[src/rtl/keypad_scan_controller_pkg.sv]
// rtl/keypad_scan_controller_pkg.sv - shared state encoding, pin constants and index helpers
package keypad_scan_controller_pkg;

   typedef enum logic [1:0] {
      SCAN     = 2'd0,
      DEBOUNCE = 2'd1,
      HELD     = 2'd2
   } scan_state_e;

   // Column 0 strobed (active-low) and the all-released row pattern.
   localparam logic [3:0] COL_RESET = 4'b1110;
   localparam logic [3:0] ROW_IDLE  = 4'b1111;

   // Position of the single low bit of a one-hot active-low column strobe.
   function automatic logic [1:0] col_to_idx(input logic [3:0] col);
      logic [1:0] idx;
      idx = 2'd0;
      case (col)
         4'b1110: idx = 2'd0;
         4'b1101: idx = 2'd1;
         4'b1011: idx = 2'd2;
         4'b0111: idx = 2'd3;
         default: idx = 2'd0;
      endcase
      return idx;
   endfunction

   // Lowest pulled-low row wins when several keys share a column.
   function automatic logic [1:0] row_to_idx(input logic [3:0] rows);
      logic [1:0] idx;
      idx = 2'd0;
      if (!rows[0])      idx = 2'd0;
      else if (!rows[1]) idx = 2'd1;
      else if (!rows[2]) idx = 2'd2;
      else if (!rows[3]) idx = 2'd3;
      return idx;
   endfunction

   // Advance the strobe to the next column, wrapping 3 -> 0.
   function automatic logic [3:0] rotate_col(input logic [3:0] col);
      return {col[2:0], col[3]};
   endfunction

endpackage

[src/rtl/keypad_scan_controller_if.sv]
// rtl/keypad_scan_controller_if.sv - keypad pins and key-event outputs bundled as one interface
interface keypad_scan_controller_if;
   logic [3:0] row;
   logic [3:0] col;
   logic [3:0] key_value;
   logic       key_valid;
   logic       key_held;

   // Scanner side: reads rows, drives strobes and key events.
   modport master (
      input  row,
      output col,
      output key_value,
      output key_valid,
      output key_held
   );

   // Keypad / consumer side.
   modport slave (
      output row,
      input  col,
      input  key_value,
      input  key_valid,
      input  key_held
   );
endinterface

[src/rtl/keypad_scan_controller_scan_tick_gen.sv]
// rtl/keypad_scan_controller_scan_tick_gen.sv - free-running column dwell counter producing the scan tick
module scan_tick_gen #(
   parameter int SCAN_DIV = 1000
) (
   input  logic clk,
   input  logic reset,
   output logic tick
);

   localparam int CW = (SCAN_DIV > 1) ? $clog2(SCAN_DIV) : 1;
   localparam logic [CW-1:0] CNT_LAST = CW'(SCAN_DIV - 1);

   logic [CW-1:0] cnt_q;
   logic [CW-1:0] cnt_d;

   // Count 0..SCAN_DIV-1 and wrap; never paused by the scanner state.
   always_comb begin
      cnt_d = cnt_q + CW'(1);
      if (cnt_q == CNT_LAST) begin
         cnt_d = '0;
      end
   end

   // Dwell counter register.
   always_ff @(posedge clk or negedge reset) begin
      if (!reset) begin
         cnt_q <= '0;
      end else begin
         cnt_q <= cnt_d;
      end
   end

   assign tick = (cnt_q == CNT_LAST);

endmodule

[src/rtl/keypad_scan_controller.sv]
// rtl/keypad_scan_controller.sv - 4x4 keypad column scanner with press/release debounce
module keypad_scan_controller
   import keypad_scan_controller_pkg::*;
#(
   parameter int SCAN_DIV     = 1000,
   parameter int DEBOUNCE_CNT = 4
) (
   input  logic                     clk,
   input  logic                     reset,
   keypad_scan_controller_if.master kp
);

   localparam int DW = $clog2(DEBOUNCE_CNT + 1);
   localparam logic [DW-1:0] DEB_TARGET = DW'(DEBOUNCE_CNT);

   logic        tick;
   logic [3:0]  row_meta_q;
   logic [3:0]  row_sync_q;

   scan_state_e state_q, state_d;
   logic [3:0]    col_q, col_d;
   logic [3:0]    cand_q, cand_d;
   logic [DW-1:0] deb_q, deb_d;
   logic [3:0]    key_value_q, key_value_d;
   logic          key_valid_q, key_valid_d;
   logic          key_held_q, key_held_d;

   logic [3:0]    code;
   logic          row_idle;
   logic [DW-1:0] deb_inc;

   scan_tick_gen #(
      .SCAN_DIV(SCAN_DIV)
   ) u_tick (
      .clk  (clk),
      .reset(reset),
      .tick (tick)
   );

   // Two-flop synchroniser for the asynchronous row pins; idles released.
   always_ff @(posedge clk or negedge reset) begin
      if (!reset) begin
         row_meta_q <= ROW_IDLE;
         row_sync_q <= ROW_IDLE;
      end else begin
         row_meta_q <= kp.row;
         row_sync_q <= row_meta_q;
      end
   end

   assign code     = {col_to_idx(col_q), row_to_idx(row_sync_q)};
   assign row_idle = (row_sync_q == ROW_IDLE);
   assign deb_inc  = deb_q + DW'(1);

   // Scan/debounce/held sequencing; everything advances only on a tick.
   always_comb begin
      state_d     = state_q;
      col_d       = col_q;
      cand_d      = cand_q;
      deb_d       = deb_q;
      key_value_d = key_value_q;
      key_valid_d = 1'b0;
      key_held_d  = key_held_q;

      if (tick) begin
         unique case (state_q)
            SCAN: begin
               if (row_idle) begin
                  col_d = rotate_col(col_q);
               end else begin
                  cand_d  = code;
                  deb_d   = '0;
                  state_d = DEBOUNCE;
               end
            end
            DEBOUNCE: begin
               if (!row_idle && (code == cand_q)) begin
                  if (deb_inc == DEB_TARGET) begin
                     key_value_d = cand_q;
                     key_valid_d = 1'b1;
                     key_held_d  = 1'b1;
                     deb_d       = '0;
                     state_d     = HELD;
                  end else begin
                     deb_d = deb_inc;
                  end
               end else begin
                  // Bounce or a different key: abandon and move on.
                  col_d   = rotate_col(col_q);
                  deb_d   = '0;
                  state_d = SCAN;
               end
            end
            HELD: begin
               if (row_idle) begin
                  if (deb_inc == DEB_TARGET) begin
                     key_held_d = 1'b0;
                     deb_d      = '0;
                     col_d      = rotate_col(col_q);
                     state_d    = SCAN;
                  end else begin
                     deb_d = deb_inc;
                  end
               end else begin
                  // Release must be seen on consecutive ticks.
                  deb_d = '0;
               end
            end
            default: begin
               col_d   = COL_RESET;
               deb_d   = '0;
               state_d = SCAN;
            end
         endcase
      end
   end

   // Scanner state, strobe and key-event registers.
   always_ff @(posedge clk or negedge reset) begin
      if (!reset) begin
         state_q     <= SCAN;
         col_q       <= COL_RESET;
         cand_q      <= 4'd0;
         deb_q       <= '0;
         key_value_q <= 4'd0;
         key_valid_q <= 1'b0;
         key_held_q  <= 1'b0;
      end else begin
         state_q     <= state_d;
         col_q       <= col_d;
         cand_q      <= cand_d;
         deb_q       <= deb_d;
         key_value_q <= key_value_d;
         key_valid_q <= key_valid_d;
         key_held_q  <= key_held_d;
      end
   end

   assign kp.col       = col_q;
   assign kp.key_value = key_value_q;
   assign kp.key_valid = key_valid_q;
   assign kp.key_held  = key_held_q;

endmodule
[src/flat_wrapper.sv]
// flat-port wrapper written by rule: the top's interface ports become plain ports
module keypad_scan_controller_flat import keypad_scan_controller_pkg::*;
#(
   parameter int SCAN_DIV     = 1000,
   parameter int DEBOUNCE_CNT = 4
)
  (clk, reset, kp_row, kp_col, kp_key_value, kp_key_valid, kp_key_held);
  keypad_scan_controller_if kp_i ();
  input  logic clk;
  input  logic reset;
  input wire logic [$bits(kp_i.row)-1:0] kp_row;
  output wire logic [$bits(kp_i.col)-1:0] kp_col;
  output wire logic [$bits(kp_i.key_value)-1:0] kp_key_value;
  output wire logic [$bits(kp_i.key_valid)-1:0] kp_key_valid;
  output wire logic [$bits(kp_i.key_held)-1:0] kp_key_held;
  assign kp_i.row = kp_row;
  assign kp_col = kp_i.col;
  assign kp_key_value = kp_i.key_value;
  assign kp_key_valid = kp_i.key_valid;
  assign kp_key_held = kp_i.key_held;
  keypad_scan_controller #(.SCAN_DIV(SCAN_DIV), .DEBOUNCE_CNT(DEBOUNCE_CNT)) u_core (.clk(clk), .reset(reset), .kp(kp_i));
endmodule
[config.mk]
export PLATFORM = sky130hd
export DESIGN_NAME = keypad_scan_controller_flat
export DESIGN_NICKNAME = d
export VERILOG_FILES = /design/src/rtl/keypad_scan_controller_pkg.sv /design/src/rtl/keypad_scan_controller_if.sv /design/src/rtl/keypad_scan_controller_scan_tick_gen.sv /design/src/rtl/keypad_scan_controller.sv /design/src/flat_wrapper.sv
export SDC_FILE = /design/constraint.sdc
export NUM_CORES = 1
export LEC_CHECK = 0
export ABC_AREA = 1
export BUFFER_PORTS_ARGS = -buffer_cell sky130_fd_sc_hd__buf_4
export CAP_MARGIN = 0
export CORE_MARGIN = 5
export CORE_UTILIZATION = 58
export CTS_CLUSTER_SIZE = 8
export DETAILED_ROUTE_END_ITERATION = 6
export HOLD_SLACK_MARGIN = 0.02
export PLACE_DENSITY = 0.8
export SLEW_MARGIN = 20
export SYNTH_ARGS = -nofsm -noshare
export SYNTH_HDL_FRONTEND = slang
export SYNTH_SLANG_ARGS = --single-unit
[constraint.sdc]
create_clock -name clk -period 1.6 [get_ports clk]
set_input_delay 0.08 -clock clk [delete_from_list [all_inputs] [get_ports clk]]
set_output_delay 0.08 -clock clk [all_outputs]
set_load 0.05 [all_outputs]
-- Word-level counts from Yosys, hierarchy flattened
Cells that the tools add are included.
- equality and inequality tests: 17
- bitwise operators: 1
- shifts and indexed selects: 0
- order comparisons: 0
- multipliers: 0
- div/mod/pow operators: 0
- $add $sub $neg: 2
- reduce and logical (&&, ||, !) cells: 10
- multiplexer cells: 31
- operators with widths (operator ; number):
    $mux 2 ; 9
    $mux 4 ; 4
    $eq 4x4->1 const B ; 3
    $mux 3 ; 4
    $pmux 2 s3 ; 2
    $pmux 4 s3 ; 1
    $add 10x1->10 const B ; 1
    $eq 10x10->1 const B ; 1
    $mux 10 ; 1
    $ne 2x1->1 const B ; 5
    $reduce_and 5->1 ; 2
    $pmux 3 s3 ; 1
    $mux 1 ; 8
    $reduce_and 6->1 ; 1
    $eq 4x3->1 const B ; 1
    $eq 4x4->1 ; 1
    $ne 2x2->1 const B ; 2
    $reduce_and 4->1 ; 1
    $add 3x1->3 const B ; 1
    $eq 3x3->1 const B ; 1
    $ne 3x3->1 const B ; 1
    $reduce_and 3->1 ; 1
    $eq 2x1->1 const B ; 1
    $eq 2x2->1 const B ; 1
    other kinds (7) ; 7
- input port bits: 6
- ROM bits: 0
- RAM bits: 0
- output and inout bits: 10
- bits in registers: 37
- latch bits: 0
- memories kept: 0

-- Longest topological paths before layout
Gate-level depths: netlist of run 1.
- depth in word-level cells: 9
- gate-level depth with buffers: 12

-- Cells and area by module
From an unflattened synthesis of run 1, not the netlist that was laid out.
- cells, all modules: 224
- area total of the unflattened synthesis: 1955.6 um^2
- by module, submodules not included (module ; instances ; area each (um^2) ; cells each):
    keypad_scan_controller ; 1 ; 1426.4 ; 157
    scan_tick_gen ; 1 ; 529.3 ; 67

-- Least setup slack after synthesis of run 1
OpenSTA, ideal clock, no wires.
- kind: reg-to-reg
- start: register u_core.col_q[3], in the netlist u_core.kp.col[3]
- end: register u_core.key_value_q[0], in the netlist u_core.kp.key_value[0]
- arrival time: 1.559 ns
- stages on the path, launching flop included: 12
- library setup time: 0.119 ns
- data required time: 1.481 ns
- period minus slack after synthesis: 1.678 ns
- setup slack: -0.078 ns
- path through: dfstp_2 -> inv_1 -> nand2_1 -> nand2_1 -> nand3_1 -> nand2_1 -> nor2_2 -> nand2_2 -> nor2_4 -> nand2_2 -> nand2_1 -> nand2_1
- longest elaborated chain between the ends: 5
- elaborated cells on any way between the ends: 7
- those cells by class: 4 x eq/ne; 1 x mux; 2 x reduce/logical
- ends and longest elaborated chain (item ; RTL line ; RTL):
    start, declared ; keypad_scan_controller.sv:21 ; logic [3:0] col_q, col_d;
    start signal, assigned ; keypad_scan_controller.sv:130 ; col_q <= col_d;
    $eq 4x3->1 or $eq 4x4->1 (tied branches) ; keypad_scan_controller_pkg.sv:18 ; case (col)
    $pmux 2 s3 (*) ; keypad_scan_controller_pkg.sv:18 ;
    $eq 4x4->1 (*) ; keypad_scan_controller.sv:77 ; if (!row_idle && (code == cand_q)) begin
    $logic_and 1x1->1 (*) ; keypad_scan_controller.sv:77 ;
    $reduce_and 4->1 (no source line) (*) ; n/a ;
    end signal, assigned ; keypad_scan_controller.sv:133 ; key_value_q <= key_value_d;
    end, declared ; keypad_scan_controller.sv:24 ; logic [3:0] key_value_q, key_value_d;
Every way passes the cells marked *; elsewhere a longest branch is shown, timed or not.
A chain may end at the register's enable or synchronous reset.

-- Final worst setup path of run 1
- start: register u_core.row_sync_q[0]
- end: register u_core.key_value_q[3], in the netlist u_core.kp.key_value[3]
- longest elaborated chain between the ends: 4
- elaborated cells on any way between the ends: 6
- those cells by class: 2 x eq/ne; 1 x mux; 3 x reduce/logical
- ends and longest elaborated chain (item ; RTL line ; RTL):
    start, declared ; keypad_scan_controller.sv:18 ; logic [3:0] row_sync_q;
    start signal, assigned ; keypad_scan_controller.sv:47 ; row_sync_q <= row_meta_q;
    $mux 2 or $eq 4x4->1 (tied branches) ; keypad_scan_controller_pkg.sv:32, keypad_scan_controller.sv:52 ;
    $eq 4x4->1 or $logic_not 1->1 (tied branches) ; keypad_scan_controller.sv:77 ;
    $logic_and 1x1->1 (*) ; keypad_scan_controller.sv:77 ;
    $reduce_and 4->1 (no source line) (*) ; n/a ;
Marked as above.

==> results.yml, run 1 <==
status:
  status: "complete, but fails checks"
  violations: "negative setup slack"
layout:
  nNetsFinal: 264
  num_antenna_cells: 0
  area_growth_pct: 27.7
  final_cell_mix: "nand2_1, buf_4, dfrtp_1"
  instances_no_fill: 295
  layout_commonest_cell: "nand2_1"
  nFillCells: 217
  ff_latch_area_sq_um: 941
  drive_gt1_share_pct: 38.2
  multiInputGateArea_sq_um: 920
  fin_area_sq_um: 2370
sta:
  grt_setup_unrepaired: "true"
  hold_viol: 0
  setup_violations: 4
  period_needed_ns: 1.65
  hold_ws_ns: 0.231
  slew_headroom_pct: 70.7
  fin_ws_ns: -0.0501
  tightest_slew_ns: 0.440
  fin_crit_sh_pct: 103
  setup-tns-final_ns: -0.174
  finClkSkew_ns: 0.00943
  drv_slew: 0
  max_freq_ghz: 0.606
clocking:
  cts_tree: "done"
  path_clk_slew_ns: 0.11
  cts-buffers-inserted: 5
  cts_sinks: 37
  htree_levels: 2
  clockRootBuffer: "clkbuf_4"
  clock_latency_ns: 0.34
  cts_max_path_buffers: 2
floorplan:
  start_util_pct: 60.7
  fp.dieH_um: 66.5
  core_sq_um: 3050
  io_pins: 16
  row_count: 20
  die_width_um: 66.5
  die-area_sq_um: 4430
worst_setup_path:
  endpoint_kind: "register"
  max_stage_delay_ns: 0.57
  cp-start-kind: "register"
  crit_type: "reg -> reg"
  path_delay_family: "simple AND/OR/NAND/NOR gates"
  r2r_start: "u_core.row_sync_q[0]"
  path_cells: "nand2_4 > inv_2 > nand3_2 > nand2_2 > nand2_2 > nor2_4 > nand2_2 > nor2_4 > nand2_4 > nand2_2 > nand2_1"
  crit_path_top_delay_cell: "dfstp_2"
  setup.worst_path.start: "u_core.row_sync_q[0]"
  worst_ep_required_time_ns: 1.85
  crit_buf_inv: 1
  worstPathMaxFanout: 5
  cpMostUsedCell: "nand2_2"
  critPathArrivalTime_ns: 1.90
logic_synthesis:
  yosysTopAreaCellShare_pct: 35.1
  syn_area_per_cell_sq_um: 8.87
  yosys_warnings: 0
  synth_cell_type_count: 28
  synthFlopType: "dfrtp_1"
  yosysSeqAreaShare_pct: 50.7
  async_reset_ff_share_pct: 100
  synth_cells: 209
  ys_seq_elements: 37
  synth_nets: 223
  synth_edf_count: 0
  synthTopCellsByArea: "dfrtp_1, dfstp_2, nand2_1"
  synth_area_sq_um: 1850
  yosys.area.top_type: "dfrtp_1"
global_routing:
  grt_first_pass_wirelength_mm: 6.12
  antenna_found_initial: 0
  grt_max_degree: 38
  grt-ovfl-total: 0
  grtUsageTotal_pct: 18.5
  grt_pass1_vias: 1436
placement:
  io_buffers: 15
  dp_slack_ns: -0.0145
  dp_hpwl_mm: 2.43
  place.gp.congestion: 0.892
  dp_cells: 269
  place_area_sq_um: 2030
hold_path:
  hold_path.class: "in -> async"
detailed_routing:
  drc: 0
  drt-vias-per-instance: 4.93
  wl_per_cell_um: 12.6
  ant_nets: 0
  wl_met3_um: 141
  wl_met1_mm: 1.56
  wl_met2_mm: 1.98
  highest_layer: "met4"
  wl_mm: 3.72
  via_count: 1455
  drt-initial-drc-count: 100
  first_pass_iters: 4
job:
  drv_cap: 0
power:
  irDropWorstVdd_uv: 632
  leakage_uw: 0.00117
  power_density_nw_per_um2: 701
==> layer usage <==
metal,GRT usage [%],vias up
met5,0,-
met4,7.61,0
met3,4.05,5
met2,31.4,27
met1,22.6,686
li1,-,737
==> flip-flops by register name (all words and copies together) (netlist names) <==
name and count:
u_core.deb_q 3, u_core.kp.key_value 4, u_core.kp.key_held 1, u_core.kp.key_valid 1, u_core.row_meta_q 4, u_core.state_q 2, u_core.cand_q 4, u_core.u_tick.cnt_q 10
u_core.kp.col 4, u_core.row_sync_q 4
==> worst paths after layout <==
path,to,slack [ns],depth (start not counted)
max,u_core.kp.key_value[3],-0.05,11
min,u_core.state_q[0],0.23,2
max reg2reg,u_core.kp.key_value[3],-0.05,11
min reg2reg,u_core.row_sync_q[0],0.36,0
max in group asynchronous,u_core.row_sync_q[3],1.02,2
min in group clk,u_core.row_sync_q[0],0.36,0
==> synthesized netlist by cell type (4+ instances only) <==
cell type	instances
o21ai_1	5
inv_1	27
dfrtp_1	26
nand2_2	7
nand3_1	17
dfstp_2	11
ha_1	8
xnor2_1	4
nor2_4	4
a21oi_1	5
nor2_1	13
nand2_1	57
==> repair_timing <==
action | 4_1_cts | 5_1_grt
setup endpoints to repair | 4 | 20
pin swaps | 7 | 19
setup buffers | 6 | 7
hold endpoints to repair | 41 | 0
hold buffers | 5 | 0
gates resized for setup | 8 | 26
==> power breakdown <==
| part | total [uW] | internal, uW | switching, uW |
|---|---|---|---|
| registers | 960 | 954 | 6.32 |
| logic | 73.0 | 30.5 | 42.5 |
| clock network | 627 | 327 | 300 |
| total | 1660 | 1310 | 348 |
==> worst register-to-register path: stages (launching register included) <==
cell and delay [ns]:
dfstp_2 0.57, nand2_4 0.07, inv_2 0.07, nand3_2 0.08, nand2_2 0.09, nand2_2 0.07
nor2_4 0.15, nand2_2 0.09, nor2_4 0.16, nand2_4 0.09, nand2_2 0.08, nand2_1 0.04
==> cell families (layout without fill, tap and decap cells) <==
| family | count (synthesis) | count (layout) | synth area share, % |
|---|---|---|---|
| flip-flops | 37 | 37 | 50.7 |
| adder cells (fa/ha/maj) | 8 | 8 | 5.40 |
| buffers and inverters | 28 | 70 | 5.67 |
| XOR/XNOR | 5 | 5 | 2.36 |
| AND/OR/NAND/NOR | 116 | 116 | 31.5 |
| AO/OA/AOI/OAI | 15 | 15 | 4.39 |
==> through the flow <==
step                      total power, uW  utilization (%)
after CTS                            1660             72.8
after floorplan                       995                -
after global placement               1030             66.6
after detailed placement             1030             66.6
final                                1660             77.6
after global routing                 1730             77.6
==> area by class of cell <==
cell class              instances  share of cell area, %
inverters                      28                   4.44
clock inverters                 2                   1.48
clock buffers                   6                   1.74
multi-input cells             144                   38.8
flip-flops and latches         37                   39.7
repair buffers                 34                   11.5
well taps                      44                   2.32
No activity file was read; power rests on OpenSTA's default activity.
==> run 2, diff against run 1 <==
--- a/config.mk
+++ b/config.mk
@@ -8,12 +8,14 @@
 export ABC_AREA = 1
 export BUFFER_PORTS_ARGS = -buffer_cell sky130_fd_sc_hd__buf_4
 export CAP_MARGIN = 0
+export CELL_PAD_IN_SITES_DETAIL_PLACEMENT = 1
+export CELL_PAD_IN_SITES_GLOBAL_PLACEMENT = 1
 export CORE_MARGIN = 5
-export CORE_UTILIZATION = 58
+export CORE_UTILIZATION = 45
 export CTS_CLUSTER_SIZE = 8
 export DETAILED_ROUTE_END_ITERATION = 6
 export HOLD_SLACK_MARGIN = 0.02
-export PLACE_DENSITY = 0.8
+export PLACE_DENSITY = 0.81
 export SLEW_MARGIN = 20
 export SYNTH_ARGS = -nofsm -noshare
 export SYNTH_HDL_FRONTEND = slang
==> run 2 against run 1 <==
Net effect:
- the flow still finishes with violations (negative setup slack)
- setup slack got worse by 0.15 ns
- non-clock buffer count increased by 15
- fmax shrank 8.2%
- largest cell class unchanged
- clock power grew 11%
==> results.yml, run 2 (synthesis results as in run 1) <==
status:
  status: "complete, but fails checks"
  violations: "negative setup slack"
detailed_routing:
  via_count: 1703
  first_pass_iters: 4
  wl_mm: 6.15
  wl_per_cell_um: 19.5
  drt-vias-per-instance: 5.39
  ant_nets: 0
  drc: 0
  drt-initial-drc-count: 126
clocking:
  clock_latency_ns: 0.31
  cts_tree: "done"
  cts_sinks: 37
  htree_levels: 2
  path_clk_slew_ns: 0.09
  clockRootBuffer: "clkbuf_8"
  cts-buffers-inserted: 5
  cts_max_path_buffers: 2
global_routing:
  grt_first_pass_wirelength_mm: 7.68
  grtUsageTotal_pct: 19.2
  grt-ovfl-total: 0
  grt_max_degree: 38
  antenna_found_initial: 0
  grt_pass1_vias: 1641
sta:
  max_freq_ghz: 0.557
  tightest_slew_ns: 0.481
  fin_crit_sh_pct: 112
  hold_viol: 0
  finClkSkew_ns: 0.0155
  grt_setup_unrepaired: "true"
  fin_ws_ns: -0.196
  setup_violations: 16
  setup-tns-final_ns: -1.60
  period_needed_ns: 1.80
  drv_slew: 0
  slew_headroom_pct: 68.0
job:
  drv_cap: 0
worst_setup_path:
  path_cells: "nand2_4 > inv_2 > nand3_2 > nand2_2 > nand2_2 > nor2_4 > nand2_2 > nor2_4 > buf_6 > nand3_1 > nand2_1"
  max_stage_delay_ns: 0.59
  endpoint_kind: "register"
  worst_ep_required_time_ns: 1.84
  critPathArrivalTime_ns: 2.03
  cp-start-kind: "register"
  crit_path_top_delay_cell: "dfstp_2"
  cpMostUsedCell: "nand2_2"
  crit_type: "reg -> reg"
  worstPathMaxFanout: 4
floorplan:
  io_pins: 16
  die-area_sq_um: 5500
  row_count: 23
  die_width_um: 74.2
  fp.dieH_um: 74.2
  start_util_pct: 46.4
  core_sq_um: 4000
layout:
  largest_reg_flops: 10
  final_cell_mix: "nand2_1, buf_4, dfrtp_1"
  drive_gt1_share_pct: 42.1
  fin_area_sq_um: 2550
  area_growth_pct: 37.4
  final_util_pct: 63.7
  num_antenna_cells: 0
  nNetsFinal: 279
  layout_commonest_cell: "nand2_1"
  top_register: "u_core.u_tick.cnt_q"
power:
  leakage_uw: 0.00126
  power_density_nw_per_um2: 686
  irDropWorstVdd_uv: 360
placement:
  io_buffers: 15
  place_area_sq_um: 2050
  dp_hpwl_mm: 2.93
  place.gp.congestion: 0.772
hold_path:
  hold_path.class: "in -> async"
run 2: worst paths after layout:
check,depth (start not counted),slack [ns],start,end
setup / recovery,11,-0.20,u_core.row_sync_q[1],u_core.kp.key_value[3]
hold / removal,2,0.26,reset,u_core.u_tick.cnt_q[5]
setup reg to reg,11,-0.20,u_core.row_sync_q[1],u_core.kp.key_value[3]
hold reg to reg,0,0.36,u_core.row_meta_q[2],u_core.row_sync_q[2]
max in group asynchronous,2,0.97,reset,u_core.kp.col[3]
min in group clk,0,0.36,u_core.row_meta_q[2],u_core.row_sync_q[2]
run 2: final cells by class:
cell class                      instances  area (sq um)
Sequential cell                        37           940
Fill cell                             452          1450
Timing Repair Buffer                   49           413
Tap cell                               50          62.6
Inverter                               28           105
Clock buffer                            5          68.8
Multi-Input combinational cell        144           937
Clock inverter                          3          22.5
run 2: power breakdown:
part / internal, uW / total, uW / switching, uW
logic: 42.8 / 93.1 / 50.3
registers: 954 / 961 / 7.26
clock network: 309 / 693 / 384
total: 1310 / 1750 / 442
run 2: repair_timing:
action,in CTS,in global routing
pin swaps,10,16
setup endpoints to repair,9,20
gates resized for setup,7,30
hold buffers,5,0
setup buffers,11,15
endpoints found under the hold margin,30,0
run 2: critical path: cells and delay by family, from the launching register on:
family / cells / cell delay (ns)
buffers and inverters: 2 / 0.20
and+or+nand+nor: 9 / 0.91
DFF: 1 / 0.59
run 2: metal layers:
metal | routed length [um] | track usage [%] | part of all wire (%) | vias to the layer above
met3 | 202 | 4.46 | 3.3 | 20
met5 | 0 | 0 | 0 | -
met1 | 2450 | 21.7 | 40 | 880
met2 | 3260 | 34.4 | 53 | 38
li1 | - | - | - | 765
met4 | 241 | 8.25 | 3.9 | 0
run 2: per-stage QoR:
step / total power (uW) / worst slack [ns] / hold slack (ns) / std cells
2_1_floorplan: 995 / -0.0593 / -0.216 / 209
3_3_place_gp: 1030 / -0.0127 / 0.0636 / 277
3_5_place_dp: 1030 / -0.0848 / 0.0733 / 277
4_1_cts: 1740 / -0.0495 / 0.285 / 301
5_1_grt: 1810 / -0.269 / 0.329 / 316
6_report: 1750 / -0.196 / 0.262 / 316
